**src/rtl/hack_screen_scan.sv**
```systemverilog
// Purpose: scan the 512x256 Hack framebuffer and emit a 640x480 VGA-timed monochrome stream, image centred.
// Latency: outputs are registered on each pixel tick and describe the (h,v) position held before that tick.
// Backpressure: none; timing advances only on pix_en, RAM data must be valid one clk after fb_addr/fb_rd.
//
// Ports:
//   clk, rst_n          clock, asynchronous active-low reset
//   pix_en              pixel tick enable
//   fb_addr, fb_rd      framebuffer read address (row*32 + word) and one-clk read strobe
//   fb_data             RAM read data, registered by the RAM one clk after fb_addr
//   hsync, vsync        active-low syncs
//   de, pixel           visible-area flag and pixel value (1 = set)
//   frame_start         one-tick pulse for position (0,0)
module hack_screen_scan #(
    parameter int unsigned H_VISIBLE = 640,
    parameter int unsigned H_FRONT   = 16,
    parameter int unsigned H_SYNC    = 96,
    parameter int unsigned H_BACK    = 48,
    parameter int unsigned V_VISIBLE = 480,
    parameter int unsigned V_FRONT   = 10,
    parameter int unsigned V_SYNC    = 2,
    parameter int unsigned V_BACK    = 33,
    parameter int unsigned X_OFFSET  = 64,
    parameter int unsigned Y_OFFSET  = 112
) (
    input  logic        clk,
    input  logic        rst_n,
    input  logic        pix_en,
    output logic [12:0] fb_addr,
    output logic        fb_rd,
    input  logic [15:0] fb_data,
    output logic        hsync,
    output logic        vsync,
    output logic        de,
    output logic        pixel,
    output logic        frame_start
);

    localparam int unsigned H_TOTAL = H_VISIBLE + H_FRONT + H_SYNC + H_BACK;
    localparam int unsigned V_TOTAL = V_VISIBLE + V_FRONT + V_SYNC + V_BACK;
    localparam int unsigned HW      = $clog2(H_TOTAL);
    localparam int unsigned VW      = $clog2(V_TOTAL);

    logic [HW-1:0] h_q, h_d;
    logic [VW-1:0] v_q, v_d;
    logic [14:0]   shreg_q;

    // 32-bit views of the counters so window arithmetic never truncates
    logic [31:0] h_w, v_w;
    logic [31:0] fx;    // position relative to the fetch grid (X_OFFSET-2)
    logic [31:0] sx;    // image column
    logic [31:0] row;   // image row
    logic        in_y, in_x, fetch_hit, hs_lo, vs_lo;

    assign h_w = 32'(h_q);
    assign v_w = 32'(v_q);

    // Subtractions wrap to huge values left/above the window, so one
    // unsigned "< size" compare covers both window edges.
    assign fx  = h_w + 32'd2 - X_OFFSET;
    assign sx  = h_w - X_OFFSET;
    assign row = v_w - Y_OFFSET;

    assign in_y      = row < 32'd256;
    assign in_x      = sx < 32'd512;
    assign fetch_hit = in_y && (fx < 32'd512) && (fx[3:0] == 4'd0);

    assign hs_lo = (h_w >= H_VISIBLE + H_FRONT) && (h_w < H_VISIBLE + H_FRONT + H_SYNC);
    assign vs_lo = (v_w >= V_VISIBLE + V_FRONT) && (v_w < V_VISIBLE + V_FRONT + V_SYNC);

    always_comb begin
        h_d = h_q;
        v_d = v_q;
        if (h_q == HW'(H_TOTAL - 1)) begin
            h_d = '0;
            if (v_q == VW'(V_TOTAL - 1)) begin
                v_d = '0;
            end else begin
                v_d = v_q + VW'(1);
            end
        end else begin
            h_d = h_q + HW'(1);
        end
    end

    always_ff @(posedge clk or negedge rst_n) begin
        if (!rst_n) begin
            h_q         <= '0;
            v_q         <= '0;
            shreg_q     <= '0;
            fb_addr     <= '0;
            fb_rd       <= 1'b0;
            hsync       <= 1'b1;
            vsync       <= 1'b1;
            de          <= 1'b0;
            pixel       <= 1'b0;
            frame_start <= 1'b0;
        end else begin
            // strobe is one clk wide regardless of pix_en
            fb_rd <= 1'b0;
            if (pix_en) begin
                h_q         <= h_d;
                v_q         <= v_d;
                de          <= (h_w < H_VISIBLE) && (v_w < V_VISIBLE);
                hsync       <= !hs_lo;
                vsync       <= !vs_lo;
                frame_start <= (h_q == '0) && (v_q == '0);

                // word k is fetched two ticks ahead of its first pixel
                if (fetch_hit) begin
                    fb_addr <= {row[7:0], fx[8:4]};
                    fb_rd   <= 1'b1;
                end

                if (in_y && in_x) begin
                    if (sx[3:0] == 4'd0) begin
                        // LSB is the leftmost pixel of the word
                        pixel   <= fb_data[0];
                        shreg_q <= fb_data[15:1];
                    end else begin
                        pixel   <= shreg_q[0];
                        shreg_q <= {1'b0, shreg_q[14:1]};
                    end
                end else begin
                    pixel <= 1'b0;
                end
            end
        end
    end

endmodule

```
**config.mk**
```make
export PLATFORM = sky130hd
export DESIGN_NAME = hack_screen_scan
export DESIGN_NICKNAME = d
export VERILOG_FILES = /design/src/rtl/hack_screen_scan.sv
export SDC_FILE = /design/constraint.sdc
export NUM_CORES = 1
export LEC_CHECK = 0
export BUFFER_PORTS_ARGS = -buffer_cell sky130_fd_sc_hd__buf_2
export CAP_MARGIN = 20
export CORE_AREA = 10 10 115 128
export DETAILED_ROUTE_END_ITERATION = 12
export DIE_AREA = 0 0 125 138
export GPL_TIMING_DRIVEN = 0
export SYNTH_ARGS = -nofsm -noshare
export SYNTH_HDL_FRONTEND = slang
export SYNTH_SLANG_ARGS = --single-unit
```
**constraint.sdc**
```tcl
create_clock -name clk -period 2.2 [get_ports clk]
set_input_delay 0.55 -clock clk [delete_from_list [all_inputs] [get_ports clk]]
set_output_delay 0.55 -clock clk [all_outputs]
set_load 0.1 [all_outputs]
```
* Yosys cells after proc, flatten, opt, wreduce, memory -nomap -nowiden *
Index checks and enable logic that the tools add are counted.

storage, ports and cells
  register bits = 54
  input bits = 19
  output and inout port bits = 19

cells by class
  $add $sub $neg = 6
  order comparisons = 9
  eq/ne operators = 2
  muxes and demuxes = 7
  reduce and logical (&&, ||, !) cells = 16

operators with widths
  operator               count
  $lt 32x10->1 const B   2
  $lt 32x9->1 const B    1
  $sub 10x7->11 const B  2
  $add 10x1->10 const B  2
  $eq 10x10->1 const B   2
  $logic_not 10->1       2
  $lt 10x10->1 const B   2
  $lt 10x9->1 const B    2
  $mux 10                2
  $mux 15                1
  $sub 11x7->12 const B  1
  $add 10x2->11 const B  1
  $ge 10x10->1 const B   1
  $ge 10x9->1 const B    1
  $logic_not 4->1        2
  $logic_and 1x1->1      7
  $reduce_and 2->1       3
  $mux 1                 4
  $logic_not 1->1        2

* Longest topological paths before layout *
  depth after elaboration = 7
  gate-level depth with buffers = 8
  mapped depth without buffers = 7

* Least setup slack after synthesis *
Ideal clock, no wire load.

  path kind = reg-to-reg
  start = register v_q[4]
  end = register fb_addr[10]
  library setup time = 125 ps
  arrival time = 1878 ps
  path slack = 196 ps
  cell stages (with the launch flop) = 8
  buffers on the path = 1
  cell sequence = dfrtp_1 -> ha_1 -> nand2_1 -> or3_1 -> o22ai_2 -> o2111ai_2 -> buf_6 -> mux2_4

between the ends
  word-level cells in the longest chain between the ends = 5

ends and longest elaborated chain
  what                             line  RTL
  start: declaration               44    logic [VW-1:0] v_q, v_d;
  start signal: assignment         102   v_q <= v_d;
  $sub 10x7->11 *                  61    assign row = v_w - Y_OFFSET;
  $lt 32x9->1                      63    assign in_y = row < 32'd256;
  $logic_and 1x1->1 (2 in series)  65    assign fetch_hit = in_y && (fx < 32'd512) && (fx[3:0] == 4'd0);
  $reduce_and 2->1 (no line)       -
  end signal: assignment           110   fb_addr <= {row[7:0], fx[8:4]};
  end: declaration                 28    output logic [12:0] fb_addr,

Mark *: on every way between the ends. The rest lies on a longest branch, timed or not.
A chain may end at the register's enable or synchronous reset.

* Final worst setup path *
  start = register v_q[4]
  end = register fb_addr[7]

between the ends
  word-level cells in the longest chain between the ends = 5

ends and longest elaborated chain
  what                             line
  $sub 10x7->11                    61
  $lt 32x9->1                      63
  $logic_and 1x1->1 (2 in series)  65
  $reduce_and 2->1 (no line)       -

Every way passes these cells.

==> results by group <==
Die
  • Die width: 125 µm
  • Num ports: 38
  • FP Rows: 43
  • Initial Util: 24.2%
  • Die area: 17300 µm²
  • Die height: 138 µm
  • Core Region: 12300 µm²

Route
  • ANT nets after route: 0
  • DR iter-0 viols: 162
  • DR vias: 2308
  • Drt via density: 4.66
  • DRC violations left: 0
  • WL final: 7100 µm
  • WL/cell: 14.3 µm
  • TritonRoute pass-1 iters: 4

Power
  • Cell-internal power: 0.00192 W
  • Comb pwr share: 18.3%
  • Share of power burned in registers: 41.7%
  • Static Leakage: 1.64 nW
  • Net load switching power: 0.000694 W
  • Maximum vdd drop: 0.000288 V
  • Sw frac: 26.6%
  • Clock share of power: 40.0%
  • Power Dens Cells: 717 nW/µm²

Setup path
  • R2r startpoint: v_q[4]
  • CP Launch Point: v_q[4]
  • CP endpoint: fb_addr[7]
  • Startpoint Class: flop
  • R2R Setup Slk: 110 ps
  • WP data arrival: 2270 ps
  • R2r endpoint: fb_addr[7]
  • Path type of the worst setup path: flop to flop
  • CP required: 2380 ps
  • Worst Path Max Fanout: 10
  • Worst R2R Path Depth: 7
  • Crit end category: flop

STA
  • Slew @ Worst Pin: 549 ps
  • Fin crit share: 95.0%
  • Endpoints failing hold: 0
  • Fin. max-slew vios: 0
  • Final Setup Violations: 0
  • Setup_tns: 0 ps
  • Final Skew: 3.19 ps
  • Tmin final: 2090 ps
  • Max Fclk: 478 MHz
  • Worst slew margin: 63.1%

Yosys
  • Mean area per synthesized cell: 10.3 µm²
  • Asr flop ratio synth: 100%
  • Flops & latches, synth: 54
  • Yosys Warn Count: 0
  • Synth top area share: 43.8%
  • EDFF count, synth: 0
  • Area leader, netlist: dfrtp_1
  • Syn Nets: 317
  • Sequential area share after synthesis: 45.6%
  • Top cells by area, synth: dfrtp_1, mux2i_1, mux2_4, ha_1, a31oi_1
  • Top FF cell, synth: dfrtp_1
  • Mapped Area: 2970 µm²
  • Mapped Cells: 289
  • Yosys cell types: 46

Finish
  • Area delta synth->final: 22.6%
  • Final layout net count: 365
  • Share of cells above drive strength 1: 28.1%
  • Most frequent cells in the layout: dfrtp_1, buf_2, nand2_1
  • Layout Cells excl Fill: 495
  • Diode count: 0
  • Most common cell after layout, fill and taps aside: dfrtp_1

Global route
  • Total track usage: 7.82%
  • Initial antenna violation count: 0
  • Largest net degree at the start of global routing: 40
  • First-pass GRT wire length: 11500 µm
  • GRT overflow: 0
  • Number of global-route vias before repair: 2219

Clock network
  • Total CTS buffers: 5
  • Clk_lat worst skew: 290 ps
  • CTS sink count: 54
  • CTS max path bufs: 2
  • CTS tree: done
  • CTS root buffer: clkbuf_16
  • H-tree Lvls: 2
  • CTS clk-pin slew, worst paths: 70 ps

Placed design
  • Post-DP HPWL: 5180 µm
  • Inst Count DP: 484
  • Buffers added on ports: 37
  • Routability cong.: 0.818

Flow run
  • Maxcap violations: 0

Outcome
  • Status: finished clean

Min path
  • Tightest Hold Check Type: input port to asynchronous set/reset pin
==> worst max-delay path: stages (launching register included) <==
cell and delay (ps):
dfrtp_2 410, ha_2 250, nand2_1 90, or3_1 350, o22ai_4 190, o2111ai_4 180
buf_8 200, mux2_4 290
==> metrics by stage <==
step | hold slack [ps] | total power, W | utilization, % | setup WS (ps) | area, µm²
5_1_grt | 204 | 0.00274 | 29.7 | -13.9 | 3640
6_report | 173 | 0.00261 | 29.7 | 110 | 3640
3_3_place_gp | 474 | 0.00156 | 27.3 | -213 | 3350
2_1_floorplan | 254 | 0.00145 | - | 196 | 2970
3_5_place_dp | 469 | 0.00157 | 27.5 | -249 | 3370
4_1_cts | 183 | 0.00263 | 29.4 | 61.7 | 3600
==> logic make-up (layout without fill, tap and decap cells) <==
group           count (synthesis)  count (layout)  share of synthesized area (%)
compound gates                 66              66                           13.6
xor+xnor                       16              16                           4.72
fa+ha+maj                       9               9                           3.79
buf+inv                        34              83                           5.44
flops                          54              54                           45.6
mux                            29              29                           11.5
simple gates                   81              81                           15.3
==> worst min-delay path by stage <==
stage / start / to / cells past startpoint
global route: rst_n / v_q[6] / 1
floorplan: rst_n / de / 0
finish: rst_n / v_q[6] / 1
CTS: rst_n / v_q[6] / 1
global placement: pixel / pixel / 1
detailed placement: pixel / pixel / 1
==> timing repair <==
action	CTS	global route
gates resized for setup	6	8
endpoints found under the setup margin	23	26
setup buffers	1	2
pin swaps	1	1
hold buffers	0	0
==> per-layer routing <==
metal | share of wire (%) | vias up | global-route usage, % | wire length (µm)
met2 | 49 | 45 | 12.7 | 3470
met5 | 0 | - | 0 | 0
li1 | - | 1123 | - | -
met4 | 0.96 | 0 | 1.82 | 68
met3 | 5.3 | 7 | 2.52 | 376
met1 | 45 | 1133 | 9.85 | 3180
==> power by group through the flow <==
stage / clock (W) / combinational [W] / sequential [W]
floorplan: 0 / 0.000348 / 0.00110
global placement: 0 / 0.000463 / 0.00110
detailed placement: 0 / 0.000472 / 0.00110
CTS: 0.00107 / 0.000477 / 0.00108
global route: 0.00110 / 0.000542 / 0.00109
finish: 0.00104 / 0.000479 / 0.00109
==> flip-flops by register name, summed over array words and instances (netlist names) <==
signal,count
hsync,1
fb_rd,1
frame_start,1
pixel,1
v_q,10
vsync,1
fb_addr,13
h_q,10
shreg_q,15
de,1
==> final cells by class <==
cell class                      count  area (µm²)
Multi-Input combinational cell    201        1490
Tap cell                          157         196
Fill cell                        1299        8630
Clock inverter                      2        60.1
Timing Repair Buffer               41         228
Buffer                             23         130
Clock buffer                        6         139
Sequential cell                    54        1360
Inverter                           11        41.3
==> Yosys cell counts, types with 3 or more instances <==
cell type  instances
nor2b_1            4
nor3_2             5
ha_1               9
nand3_1            9
nand2b_1           3
nand2_1           24
nor3_1             5
or3_1              3
dfrtp_1           52
a21oi_1           20
clkbuf_1           8
mux2_4             9
buf_2              9
a31oi_1           17
o21ai_0           13
mux2i_1           15
o31ai_1            4
inv_1             10
mux2_2             5
nor2_1            12
xor2_1             9
xnor2_1            7
(Power assumes the default switching activity.)
